[src/rtl/onehot_decoder_scan_if.sv]
// Control/observe bundle for onehot_decoder_scan.
// The master drives the i_* controls; the slave returns the registered o_* outputs.
interface onehot_decoder_scan_if #(
    parameter int unsigned N_SEL = 4
);
    localparam int unsigned OUT_W = 2 ** N_SEL;

    logic             i_en;
    logic             i_mode;
    logic             i_in_valid;
    logic [N_SEL-1:0] i_in;
    logic [N_SEL-1:0] i_scan_last;
    logic [OUT_W-1:0] o_out;
    logic [N_SEL-1:0] o_code;
    logic             o_wrap;

    modport master (
        output i_en, i_mode, i_in_valid, i_in, i_scan_last,
        input  o_out, o_code, o_wrap
    );

    modport slave (
        input  i_en, i_mode, i_in_valid, i_in, i_scan_last,
        output o_out, o_code, o_wrap
    );
endinterface

[src/rtl/onehot_decoder_scan.sv]
// Registered N-to-2^N one-hot decoder with enable, latched direct decode and an
// auto-scan mode that walks codes 0..scan_last, holding each code for DWELL clocks.
module onehot_decoder_scan #(
    parameter int unsigned N_SEL      = 4,
    parameter int unsigned DWELL      = 4,
    parameter bit          ACTIVE_LOW = 1'b0
) (
    input logic                  clk,
    input logic                  rst,
    onehot_decoder_scan_if.slave bus
);
    localparam int unsigned     OUT_W    = 2 ** N_SEL;
    localparam int unsigned     CNT_W    = (DWELL > 1) ? $clog2(DWELL) : 1;
    localparam logic [CNT_W-1:0] CNT_LAST = CNT_W'(DWELL - 1);

    typedef enum logic [1:0] {StIdle, StDirect, StScan} state_t;

    state_t           r_state, w_state_d;
    logic [N_SEL-1:0] r_code, w_code_d;
    logic [CNT_W-1:0] r_cnt, w_cnt_d;
    logic             r_wrap, w_wrap_d;
    logic [OUT_W-1:0] r_out, w_out_d;

    always_ff @(posedge clk or posedge rst) begin
        if (rst) begin
            r_state <= StIdle;
            r_code  <= '0;
            r_cnt   <= '0;
            r_wrap  <= 1'b0;
            r_out   <= {OUT_W{ACTIVE_LOW}};
        end else begin
            r_state <= w_state_d;
            r_code  <= w_code_d;
            r_cnt   <= w_cnt_d;
            r_wrap  <= w_wrap_d;
            r_out   <= w_out_d;
        end
    end

    always_comb begin
        w_state_d = StIdle;
        w_code_d  = r_code;
        w_cnt_d   = r_cnt;
        w_wrap_d  = 1'b0;
        w_out_d   = '0;

        if (bus.i_en) begin
            w_state_d = bus.i_mode ? StScan : StDirect;
        end

        unique case (w_state_d)
            StDirect: begin
                if (bus.i_in_valid) begin
                    w_code_d = bus.i_in;
                end
            end
            StScan: begin
                if (r_state != StScan) begin
                    w_code_d = '0;
                    w_cnt_d  = '0;
                end else if (r_cnt == CNT_LAST) begin
                    w_cnt_d = '0;
                    // >= so a scan_last lowered below the current code wraps on the next step
                    if (r_code >= bus.i_scan_last) begin
                        w_code_d = '0;
                        w_wrap_d = 1'b1;
                    end else begin
                        w_code_d = r_code + 1'b1;
                    end
                end else begin
                    w_cnt_d = r_cnt + 1'b1;
                end
            end
            default: ;
        endcase

        if (w_state_d != StIdle) begin
            w_out_d = OUT_W'(1) << w_code_d;
        end
        w_out_d = w_out_d ^ {OUT_W{ACTIVE_LOW}};
    end

    assign bus.o_out  = r_out;
    assign bus.o_code = r_code;
    assign bus.o_wrap = r_wrap;
endmodule

[src/flat_wrapper.sv]
// flat-port wrapper written by rule: the top's interface ports become plain ports
module onehot_decoder_scan_flat 
#(
    parameter int unsigned N_SEL      = 4,
    parameter int unsigned DWELL      = 4,
    parameter bit          ACTIVE_LOW = 1'b0
)
  (clk, rst, bus_i_en, bus_i_mode, bus_i_in_valid, bus_i_in, bus_i_scan_last, bus_o_out, bus_o_code, bus_o_wrap);
  onehot_decoder_scan_if #(.N_SEL(N_SEL)) bus_i ();
  input logic clk;
  input logic rst;
  input wire logic [$bits(bus_i.i_en)-1:0] bus_i_en;
  input wire logic [$bits(bus_i.i_mode)-1:0] bus_i_mode;
  input wire logic [$bits(bus_i.i_in_valid)-1:0] bus_i_in_valid;
  input wire logic [$bits(bus_i.i_in)-1:0] bus_i_in;
  input wire logic [$bits(bus_i.i_scan_last)-1:0] bus_i_scan_last;
  output wire logic [$bits(bus_i.o_out)-1:0] bus_o_out;
  output wire logic [$bits(bus_i.o_code)-1:0] bus_o_code;
  output wire logic [$bits(bus_i.o_wrap)-1:0] bus_o_wrap;
  assign bus_i.i_en = bus_i_en;
  assign bus_i.i_mode = bus_i_mode;
  assign bus_i.i_in_valid = bus_i_in_valid;
  assign bus_i.i_in = bus_i_in;
  assign bus_i.i_scan_last = bus_i_scan_last;
  assign bus_o_out = bus_i.o_out;
  assign bus_o_code = bus_i.o_code;
  assign bus_o_wrap = bus_i.o_wrap;
  onehot_decoder_scan #(.N_SEL(N_SEL), .DWELL(DWELL), .ACTIVE_LOW(ACTIVE_LOW)) u_core (.clk(clk), .rst(rst), .bus(bus_i));
endmodule
[config.mk]
export PLATFORM = sky130hd
export DESIGN_NAME = onehot_decoder_scan_flat
export DESIGN_NICKNAME = d
export VERILOG_FILES = /design/src/rtl/onehot_decoder_scan_if.sv /design/src/rtl/onehot_decoder_scan.sv /design/src/flat_wrapper.sv
export SDC_FILE = /design/constraint.sdc
export NUM_CORES = 1
export LEC_CHECK = 0
export CAP_MARGIN = 20
export CORE_ASPECT_RATIO = 1.25
export CORE_MARGIN = 4
export CORE_UTILIZATION = 30
export CTS_BUF_LIST = sky130_fd_sc_hd__clkbuf_8
export CTS_CLUSTER_DIAMETER = 40
export DETAILED_ROUTE_END_ITERATION = 16
export DONT_BUFFER_PORTS = 1
export GPL_TIMING_DRIVEN = 1
export SKIP_CTS_REPAIR_TIMING = 1
export SYNTH_ARGS = -nofsm -noshare
export SYNTH_HDL_FRONTEND = slang
export SYNTH_SLANG_ARGS = --single-unit
[constraint.sdc]
create_clock -name clk -period 4.3 [get_ports clk]
set_input_delay 0.215 -clock clk [delete_from_list [all_inputs] [get_ports clk]]
set_output_delay 0.215 -clock clk [all_outputs]
set_load 0.02 [all_outputs]
## Word level (Yosys, flattened, before mapping)

Cells that the tools add are included.

| word-level totals | value |
|---|---|
| bits in registers | 25 |
| input bits | 13 |
| output and inout bits | 21 |
| logic and storage cells | 28 |

| cells by class | value |
|---|---|
| add/sub/neg operators | 2 |
| order comparisons | 1 |
| equality and inequality tests | 4 |
| shift-type cells | 1 |
| multiplexer cells | 14 |
| reduce and logical (&&, ||, !) cells | 1 |

Operator list:

| cell | count |
|---|---|
| $mux W16 | 1 |
| $mux W4 | 4 |
| $shl A1 B4 Y16 const A | 1 |
| $mux W2 | 4 |
| $pmux W4 S2 | 1 |
| $add A4 B1 Y4 const B | 1 |
| $eq A2 B2 Y1 const B | 2 |
| $ge A4 B4 Y1 | 1 |
| $mux W1 | 4 |
| $add A2 B1 Y2 const B | 1 |
| $eq A2 B1 Y1 const B | 1 |
| $ne A2 B2 Y1 const B | 1 |
| $reduce_bool A2 Y1 | 1 |

## Depth between registers and ports, before layout

Gate-level depths: netlist of the first run.

| depth | value |
|---|---|
| depth after elaboration | 7 |
| gate-level depth with buffers | 7 |
| gate-level depth less buffers | 7 |

## Worst setup path before layout of the first run

No wires, ideal clock.

| path | value |
|---|---|
| path type | reg2reg |
| start | reg u_core.r_code[0], in the netlist u_core.bus.o_code[0] |
| end | reg u_core.r_out[7], in the netlist u_core.bus.o_out[7] |
| setup time | 0.074 ns |
| arrival | 2.029 ns |
| data required time | 4.226 ns |
| setup slack | 2.198 ns |
| stages on the path, launching flop included | 8 |
| path buffers | 0 |
| period minus slack after synthesis | 2.102 ns |
| path through | dfrtp_1 > inv_1 > ha_1 > nor3b_1 > o21ai_0 > a211o_1 > a211o_1 > nor2_1 |

| on the way | value |
|---|---|
| word-level cells in the longest chain between the ends | 7 |
| elaborated cells on any way between the ends | 9 |
| classes of those cells | 1 x add/sub; 1 x order compare; 1 x shift; 6 x mux |

RTL lines:

| item | RTL line | RTL |
|---|---|---|
| start, declared | onehot_decoder_scan.sv:19 | `logic [N_SEL-1:0] r_code, w_code_d;` |
| start signal, assigned | onehot_decoder_scan.sv:33 | `r_code <= w_code_d;` |
| $add A4 B1 Y4 or $ge A4 B4 Y1 (tied branches) | onehot_decoder_scan.sv:68, onehot_decoder_scan.sv:64 |  |
| $mux W4 | onehot_decoder_scan.sv:64 | `if (r_code >= bus.i_scan_last) begin` |
| $mux W4 | onehot_decoder_scan.sv:61 | `end else if (r_cnt == CNT_LAST) begin` |
| $mux W4 | onehot_decoder_scan.sv:58 | `if (r_state != StScan) begin` |
| $pmux W4 S2 * | onehot_decoder_scan.sv:51 | `unique case (w_state_d)` |
| $shl A1 B4 Y16 * | onehot_decoder_scan.sv:78 | `w_out_d = OUT_W'(1) << w_code_d;` |
| $mux W16 * | onehot_decoder_scan.sv:77 | `if (w_state_d != StIdle) begin` |
| via u_core.w_out_d[7] | onehot_decoder_scan.sv:22 | `logic [OUT_W-1:0] r_out, w_out_d;` |
| end signal, assigned | onehot_decoder_scan.sv:30 | `r_out <= {OUT_W{ACTIVE_LOW}};` |
| end signal, assigned | onehot_decoder_scan.sv:36 | `r_out <= w_out_d;` |
| end, declared | onehot_decoder_scan.sv:22 |  |

Mark *: on every way through the listed nets, which the timed path passes. The rest lies on a longest branch.
A chain may end at the register's enable or synchronous reset.

## Worst setup path in the final report of the first run

Ends and elaborated chain as after synthesis.

==> results of run 1 <==
-- cells by family (layout without fill, tap and decap cells) --
group,after synthesis,after routing,share of synthesized area [%]
AND/OR/NAND/NOR,34,34,15.6
flip-flops,25,25,55.4
AO/OA/AOI/OAI,23,23,15.6
buffers and inverters,10,15,3.43
adder cells (fa/ha/maj),6,6,6.64
XOR/XNOR,2,2,1.55
multiplexers,2,2,1.77
-- through the flow --
| step | cell area [sq um] | total power [W] | hold slack (ns) | utilization, % |
|---|---|---|---|---|
| global placement | 1170 | 0.000317 | 0.342 | 32.8 |
| CTS | 1220 | 0.000460 | 0.0618 | 34.2 |
| floorplan | 1130 | 0.000306 | 0.242 | - |
| finish | 1260 | 0.000456 | 0.0607 | 35.3 |
| global route | 1260 | 0.000483 | 0.0741 | 35.3 |
| detailed placement | 1170 | 0.000319 | 0.337 | 32.8 |
-- sequential cells by signal, summed over array words and instances (netlist names) --
name / cells
u_core.r_state: 2
u_core.bus.o_code: 4
u_core.bus.o_out: 16
u_core.bus.o_wrap: 1
u_core.r_cnt: 2
-- metal layers --
| layer | vias up | GRT usage, % | part of all wire (%) |
|---|---|---|---|
| li1 | 369 | - | - |
| met1 | 369 | 11.8 | 43 |
| met2 | 26 | 17.1 | 49 |
| met3 | 2 | 3.39 | 7.6 |
| met4 | 0 | 3.97 | 0.69 |
| met5 | - | 0 | 0 |
-- placed cells by master (no fill, tap or decap), drive strengths merged, types with 2 or more instances in the layout --
master  instances
nor2b           2
nor2           18
mux2i           2
a21oi           2
o21ai           5
a211oi          2
dfrtp          25
a211o           3
ha              6
a22o            3
o211ai          2
inv             9
clkbuf          3
nand2           5
-- layout make-up --
| class | instances | area share [%] |
|---|---|---|
| Clock buffer | 3 | 3.28 |
| Inverter | 9 | 2.68 |
| Tap cell | 39 | 3.87 |
| Sequential cell | 25 | 49.7 |
| Timing Repair Buffer | 2 | 2.98 |
| Multi-Input combinational cell | 67 | 36.9 |
| Clock inverter | 1 | 0.596 |
-- cells in the mapped netlist --
| master | n | area share (%) |
|---|---|---|
| a211o_1 | 3 | 2.3 |
| a211oi_1 | 2 | 1.3 |
| a21oi_1 | 2 | 0.89 |
| a222oi_1 | 1 | 0.89 |
| a22o_1 | 2 | 1.6 |
| a22o_2 | 1 | 0.89 |
| a22oi_1 | 1 | 0.66 |
| and2b_1 | 1 | 0.66 |
| and3b_4 | 1 | 1.1 |
| and4b_1 | 1 | 0.89 |
| buf_2 | 1 | 0.44 |
| dfrtp_1 | 25 | 55 |
| ha_1 | 6 | 6.6 |
| inv_1 | 9 | 3.0 |
| mux2i_1 | 2 | 1.8 |
| nand2_1 | 5 | 1.7 |
| nand2b_1 | 1 | 0.55 |
| nand3b_1 | 1 | 0.66 |
| nand4_1 | 1 | 0.55 |
| nand4b_1 | 1 | 0.78 |
| nor2_1 | 18 | 6.0 |
| nor2b_1 | 2 | 1.1 |
| nor3b_1 | 1 | 0.66 |
| o211ai_1 | 2 | 1.3 |
| o21ai_0 | 5 | 2.2 |
| o21bai_1 | 1 | 0.66 |
| o2bb2ai_1 | 1 | 0.78 |
| o31ai_1 | 1 | 0.66 |
| o41ai_2 | 1 | 1.4 |
| or3_4 | 1 | 1.0 |
| xnor2_1 | 1 | 0.78 |
| xor2_1 | 1 | 0.78 |
-- worst max path at each step --
stage	from	end	depth (start not counted)
2_1_floorplan	u_core.bus.o_code[0]	u_core.bus.o_out[7]	7
3_3_place_gp	u_core.bus.o_code[0]	u_core.bus.o_out[7]	7
3_5_place_dp	u_core.bus.o_code[0]	u_core.bus.o_out[7]	7
4_1_cts	u_core.bus.o_code[0]	u_core.bus.o_out[7]	7
5_1_grt	u_core.bus.o_code[0]	u_core.bus.o_out[11]	7
6_report	u_core.bus.o_code[0]	u_core.bus.o_out[7]	7
-- where the power goes --
part | internal [W] | switching [W] | total (W)
clock | 0.0000655 | 0.0000735 | 0.000139
sequential | 0.000244 | 0.0000188 | 0.000263
combinational | 0.0000230 | 0.0000313 | 0.0000543
==> impl_metrics.env, run 1 <==
export IMPL_hold_violations=0
export IMPL_multiInputGateArea_sq_um=465
export IMPL_n_fill_cell=357
export IMPL_dp_cells=140
export IMPL_core_region_area_sq_um=3570
export IMPL_place_gp_congestion=0.821
export IMPL_post_route_period_util_pct=59.3
export IMPL_portBuffers=0
export IMPL_hpwl_mm=1.79
export IMPL_finalSetupTns_ns=0
export IMPL_clock_root_buffer="clkbuf_8"
export IMPL_cp_common_cell="o21ai_0"
export IMPL_worst_path_buf_inv=1
export IMPL_row_count=24
export IMPL_nNetsFinal=127
export IMPL_status="completed"
export IMPL_worstPathCellList="inv_1 -> ha_1 -> nor3b_1 -> o21ai_0 -> a211oi_1 -> o21ai_0 -> nor2_1"
export IMPL_numCtsBuffers=3
export IMPL_syn_cell_area_sq_um=1130
export IMPL_hp_start="bus_i_en"
export IMPL_rsz0062_at_grt="false"
export IMPL_antenna_cells=0
export IMPL_die_x_um=62.9
export IMPL_crit_type="flop to flop"
export IMPL_worstHoldPathCells=1
export IMPL_drt_antenna_violating_nets=0
export IMPL_ys_ff_latch=25
export IMPL_grt_pass1_wl_mm=3.88
export IMPL_drc=0
export IMPL_wl_per_cell_um=15.9
export IMPL_worst_slew_pin_slew_ns=0.582
export IMPL_ys_types=32
export IMPL_cp_top_family="compound AO/OA/AOI/OAI gates"
export IMPL_vdd_ir_drop_worst_mv=0.151
export IMPL_cp_start_kind="flop"
export IMPL_dp_slack_ns=1.81
export IMPL_max_stage_delay_ns=0.58
export IMPL_drv_slew=0
export IMPL_grt_usage_pct=10.2
export IMPL_cap_violations=0
export IMPL_io_pins=34
export IMPL_skew_ns=0.00677
export IMPL_clockBufferDepth=2
export IMPL_regToRegSetupSlack_ns=1.75
export IMPL_cp_max_fo=7
export IMPL_grt_pass1_vias=811
export IMPL_drive_gt1_share_pct=8.41
export IMPL_die_h_um=76.6
export IMPL_power_density_nw_per_um2=362
export IMPL_r2r_end="u_core.bus.o_out[7]"
export IMPL_postSynthAreaPerCell_sq_um=11.1
export IMPL_die_area_sq_um=4820
export IMPL_cts_tree="built"
export IMPL_fmax_mhz=392
export IMPL_overflow=0
export IMPL_fin_cells=146
export IMPL_regArea_sq_um=626
export IMPL_cp_end_kind="flop"
export IMPL_h_tree_depth=1
export IMPL_grt_max_degree=26
export IMPL_period_needed_ns=2.55
export IMPL_clock_sinks=25
export IMPL_clkTransAtPathRegs_ns=0.09
export IMPL_r2r_start="u_core.bus.o_code[0]"
export IMPL_hp_class="input pin to flop"
export IMPL_whs_endpoint="u_core.bus.o_code[3]"
export IMPL_initial_utilization_pct=31.6
export IMPL_cp_arrival_ns=2.74
export IMPL_layout_setup_ws_ns=1.75
export IMPL_first_pass_iters=4
export IMPL_ff2ff_path_depth=7
export IMPL_max_slew_margin_pct=60.8
export IMPL_synth_yosys_seq_area_share_pct=55.4
export IMPL_setup_viol=0
export IMPL_antenna_found_initial=0
export IMPL_leakage_nw=0.595
export IMPL_drt_iter0_markers=18
export IMPL_synthCells=102
export IMPL_critPathRequiredTime_ns=4.49
export IMPL_drt_wl_total_mm=2.33
export IMPL_insertion_delay_ns=0.27
export IMPL_num_vias=766
export IMPL_synth_fp_nets=121
export IMPL_via_per_inst=5.25
export IMPL_area_growth_pct=11.5
export IMPL_yosysWarnings=0
export IMPL_worst_path_max_delay_cell="a211oi_1"
Power figures use the tool's default switching activity.
==> run 2, diff against run 1 <==
--- a/config.mk
+++ b/config.mk
@@ -5,6 +5,7 @@
 export SDC_FILE = /design/constraint.sdc
 export NUM_CORES = 1
 export LEC_CHECK = 0
+export ABC_AREA = 1
 export CAP_MARGIN = 20
 export CORE_ASPECT_RATIO = 1.25
 export CORE_MARGIN = 4
==> constraint.sdc (replaced) <==
create_clock -name clk -period 2.5 [get_ports clk]
set_input_delay 0.125 -clock clk [delete_from_list [all_inputs] [get_ports clk]]
set_output_delay 0.125 -clock clk [all_outputs]
set_load 0.02 [all_outputs]
==> impl_metrics.env, run 2 <==
export IMPL_via_per_inst=5.02
export IMPL_clockBufferDepth=2
export IMPL_initial_utilization_pct=31.0
export IMPL_fmax_mhz=508
export IMPL_power_density_nw_per_um2=624
export IMPL_cp_start_kind="flop"
export IMPL_die_x_um=63.7
export IMPL_cp_arrival_ns=2.13
export IMPL_yosys_area_top_type="dfrtp_1"
export IMPL_grt_pass1_vias=857
export IMPL_violations="hold timing"
export IMPL_die_h_um=77.6
export IMPL_drt_iter0_markers=41
export IMPL_clkTransAtPathRegs_ns=0.09
export IMPL_antenna_cells=0
export IMPL_critPathRequiredTime_ns=2.66
export IMPL_synthCells=128
export IMPL_leakage_nw=0.641
export IMPL_hp_class="input pin to async pin"
export IMPL_numCtsBuffers=3
export IMPL_hold_slack_ns=-0.0697
export IMPL_die_area_sq_um=4940
export IMPL_largest_reg_flops=16
export IMPL_num_vias=874
export IMPL_cp_max_fo=8
export IMPL_insertion_delay_ns=0.27
export IMPL_wl_per_cell_um=14.2
export IMPL_worst_slew_pin_slew_ns=0.912
export IMPL_yosysTopAreaCellShare_pct=53.8
export IMPL_cp_end_kind="flop"
export IMPL_n_fill_cell=390
export IMPL_hpwl_mm=1.94
export IMPL_period_needed_ns=1.97
export IMPL_portBuffers=0
export IMPL_drive_gt1_share_pct=11.2
export IMPL_drv_slew=0
export IMPL_synth_yosys_seq_area_share_pct=53.8
export IMPL_synth_fp_nets=147
export IMPL_post_route_period_util_pct=78.7
export IMPL_row_count=25
export IMPL_grt_pass1_wl_mm=4.00
export IMPL_ys_types=20
export IMPL_syn_cell_area_sq_um=1160
export IMPL_vdd_ir_drop_worst_mv=0.156
export IMPL_nNetsFinal=154
export IMPL_synth_common_cells="dfrtp_1, nor2_1, nand2_1"
export IMPL_antenna_found_initial=0
export IMPL_yosysMostFrequentCell="dfrtp_1"
export IMPL_ys_ff_latch=25
export IMPL_yosysWarnings=0
export IMPL_drt_wl_total_mm=2.48
export IMPL_core_region_area_sq_um=3750
export IMPL_synth_area_leaders="dfrtp_1, nor2_1, ha_1"
export IMPL_crit_type="flop to flop"
export IMPL_io_pins=34
export IMPL_synth_main_ff_cell="dfrtp_1"
export IMPL_hold_violations=25
export IMPL_drc=0
export IMPL_clock_root_buffer="clkbuf_8"
export IMPL_drt_antenna_violating_nets=0
export IMPL_synth_edf_count=0
export IMPL_rsz0062_at_grt="false"
export IMPL_first_pass_iters=4
export IMPL_area_growth_pct=9.90
export IMPL_clock_sinks=25
export IMPL_cts_tree="built"
export IMPL_p_total_w=0.000797
export IMPL_cap_violations=0
export IMPL_ys_async_sr_fraction_pct=100
export IMPL_grt_usage_pct=10.4
export IMPL_status="complete, but fails checks"
export IMPL_overflow=0
export IMPL_h_tree_depth=1
export IMPL_postSynthAreaPerCell_sq_um=9.08
export IMPL_layout_common_cells="dfrtp_1, nor2_1, nand2_1"
export IMPL_max_slew_margin_pct=39.1
export IMPL_skew_ns=0.00264
export IMPL_grt_max_degree=26
export IMPL_place_gp_congestion=0.834
export IMPL_finalSetupTns_ns=0
export IMPL_setup_viol=0
export IMPL_layout_commonest_cell="dfrtp_1"
run 2: metrics by stage:
step / utilization (%) / cell area, sq um / std cells / setup slack [ns] / hold slack, ns
floorplan: - / 1160 / 128 / 0.805 / 0.152
global placement: 32.2 / 1210 / 168 / 0.623 / 0.215
detailed placement: 32.2 / 1210 / 168 / 0.553 / 0.217
CTS: 33.5 / 1260 / 172 / 0.538 / -0.0753
global route: 34.0 / 1280 / 174 / 0.347 / 0.0145
finish: 34.0 / 1280 / 174 / 0.533 / -0.0697
run 2: kinds of logic after synthesis:
logic type,synth area share [%]
compound gates,7.86
fa+ha+maj,6.46
buf+inv,6.78
flops,53.8
simple gates,25.1
run 2: power breakdown:
| part | switching [W] | leakage [nW] | internal, W |
|---|---|---|---|
| Clock | 0.000131 | 0.0217 | 0.000113 |
| Combinational | 0.0000678 | 0.278 | 0.0000347 |
| Sequential | 0.0000287 | 0.341 | 0.000421 |
| Total | 0.000228 | 0.641 | 0.000569 |
run 2: critical path, cell delays in order, from the launching register on:
cell	delay, ns
dfrtp_1	0.54
inv_1	0.11
ha_1	0.30
nand4_1	0.09
nand3_1	0.10
nand2_2	0.17
nand2_1	0.09
nand2_1	0.17
inv_1	0.11
nand3_1	0.11
nor2_1	0.05
run 2: per-layer routing:
metal	vias up	track usage (%)	part of all wire (%)
met5	-	0	0
met1	419	11.2	39
li1	420	-	-
met3	7	3.33	7.5
met4	0	5.83	3.0
met2	28	17.9	51
run 2: worst paths after layout:
kind                       slack [ns]  cells after the start                 start              endpoint
min in group clk                 0.01                      2              bus_i_en     u_core.r_state[0]
min reg2reg                      0.51                      1       u_core.r_cnt[0]       u_core.r_cnt[0]
max                              0.53                     10  u_core.bus.o_code[0]   u_core.bus.o_out[9]
min                             -0.07                      1                   rst  u_core.bus.o_out[10]
max in group asynchronous        2.01                      1                   rst     u_core.r_state[1]
max reg2reg                      0.53                     10  u_core.bus.o_code[0]   u_core.bus.o_out[9]
run 2: final cells by class:
class | count | area [sq um] | area share (%)
clock buffers | 3 | 41.3 | 3.23
clock inverters | 1 | 7.51 | 0.588
flip-flops and latches | 25 | 626 | 49.0
repair buffers | 3 | 27.5 | 2.15
inverters | 18 | 67.6 | 5.29
multi-input cells | 84 | 458 | 35.8
well taps | 40 | 50.0 | 3.92
==> run 3, diff against run 2 <==
==> constraint.sdc (replaced) <==
create_clock -name clk -period 1.7 [get_ports clk]
set_input_delay 0.085 -clock clk [delete_from_list [all_inputs] [get_ports clk]]
set_output_delay 0.085 -clock clk [all_outputs]
set_load 0.02 [all_outputs]
==> impl_metrics.env, run 3 (synthesis results as in run 2) <==
export IMPL_wl_per_cell_um=15.3
export IMPL_power_density_nw_per_um2=782
export IMPL_n_fill_cell=345
export IMPL_die_area_sq_um=4940
export IMPL_drt_wl_total_mm=2.92
export IMPL_via_per_inst=4.99
export IMPL_grt_max_degree=26
export IMPL_hpwl_mm=1.94
export IMPL_status="completed"
export IMPL_grt_pass1_vias=961
export IMPL_post_route_period_util_pct=99.3
export IMPL_skew_ns=0.00691
export IMPL_setup_viol=0
export IMPL_period_needed_ns=1.69
export IMPL_clockBufferDepth=2
export IMPL_antenna_cells=0
export IMPL_drive_gt1_share_pct=37.1
export IMPL_critPathRequiredTime_ns=1.82
export IMPL_vdd_ir_drop_worst_mv=0.266
export IMPL_drt_iter0_markers=47
export IMPL_regArea_sq_um=626
export IMPL_dp_slack_ns=-0.125
export IMPL_hp_class="input pin to flop"
export IMPL_clock_root_buffer="clkbuf_8"
export IMPL_max_slew_margin_pct=58.5
export IMPL_initial_utilization_pct=31.0
export IMPL_largest_reg_flops=16
export IMPL_row_count=25
export IMPL_drv_slew=0
export IMPL_hold_violations=0
export IMPL_cp_arrival_ns=1.81
export IMPL_clock_sinks=25
export IMPL_nNetsFinal=171
export IMPL_cp_start_kind="flop"
export IMPL_io_pins=34
export IMPL_first_pass_iters=5
export IMPL_die_h_um=77.6
export IMPL_grt_usage_pct=11.0
export IMPL_num_vias=954
export IMPL_grt_pass1_wl_mm=4.40
export IMPL_h_tree_depth=1
export IMPL_cap_violations=0
export IMPL_rsz0062_at_grt="true"
export IMPL_antenna_found_initial=0
export IMPL_place_gp_congestion=0.819
export IMPL_numCtsBuffers=3
export IMPL_multiInputGateArea_sq_um=639
export IMPL_clkTransAtPathRegs_ns=0.09
export IMPL_cp_end_kind="flop"
export IMPL_overflow=0
export IMPL_area_growth_pct=39.9
export IMPL_finalSetupTns_ns=0
export IMPL_layout_commonest_cell="dfrtp_1"
export IMPL_fmax_mhz=593
export IMPL_cts_tree="built"
export IMPL_insertion_delay_ns=0.27
export IMPL_portBuffers=0
export IMPL_layout_common_cells="dfrtp_1, nor2_1, inv_1"
export IMPL_drc=0
export IMPL_layout_setup_ws_ns=0.0125
export IMPL_drt_antenna_violating_nets=0
export IMPL_worst_slew_pin_slew_ns=0.616
export IMPL_core_region_area_sq_um=3750
export IMPL_die_x_um=63.7
export IMPL_leakage_nw=0.761
export IMPL_cp_max_fo=8
export IMPL_crit_type="flop to flop"
-- run 3: cell count changes in the layout (fill, tap and decap cells not counted), sizes merged --
cell / previous run / this run
buf: 1 / 16
dlygate4sd3: 2 / 4
-- run 3: metrics by stage --
step                      util (%)  total power (W)  hold WS, ns  cells  cell area [sq um]
after detailed placement      33.9         0.000848       0.0430    175               1270
after floorplan                  -         0.000782        0.112    128               1160
after global routing          43.3          0.00134      0.00895    191               1630
final                         43.3          0.00127      0.00502    191               1630
after global placement        33.9         0.000842       0.0365    175               1270
after CTS                     35.2          0.00120       -0.245    179               1320
-- run 3: worst paths after layout --
path                                      start              endpoint  slack (ns)  depth (start not counted)
max                        u_core.bus.o_code[1]  u_core.bus.o_code[3]        0.01                          9
min                                    bus_i_en   u_core.bus.o_out[1]       0.005                          2
max reg2reg                u_core.bus.o_code[1]  u_core.bus.o_code[3]        0.01                          9
min reg2reg                     u_core.r_cnt[0]       u_core.r_cnt[0]        0.55                          1
max in group asynchronous                   rst  u_core.bus.o_code[2]        1.16                          3
min in group asynchronous                   rst  u_core.bus.o_out[12]        0.30                          3
-- run 3: where the power goes --
part | internal, W | leakage (nW) | switching (W)
logic | 0.000113 | 0.398 | 0.000157
clock network | 0.000166 | 0.0217 | 0.000185
registers | 0.000619 | 0.341 | 0.0000322
total | 0.000897 | 0.761 | 0.000374
-- run 3: layout make-up --
type | count | share of cell area (%)
Clock buffer | 3 | 2.54
Clock inverter | 1 | 0.462
Tap cell | 40 | 3.08
Inverter | 18 | 4.31
Sequential cell | 25 | 38.5
Multi-Input combinational cell | 84 | 39.3
Timing Repair Buffer | 20 | 11.8
-- run 3: metal layers --
metal	global-route usage, %	vias to the layer above	part of all wire, %
li1	-	452	-
met4	4.10	0	2.0
met5	0	-	0
met3	3.47	6	6.6
met2	19.5	32	53
met1	11.9	464	38
-- run 3: worst max-delay path: stages (launching register included) --
cell      delay, ns
dfrtp_1        0.44
ha_4           0.30
nand2_2        0.04
nand2_1        0.05
nand2_1        0.06
nand3_2        0.10
nand2_4        0.12
buf_6          0.14
a21boi_4       0.15
o21ai_0        0.14
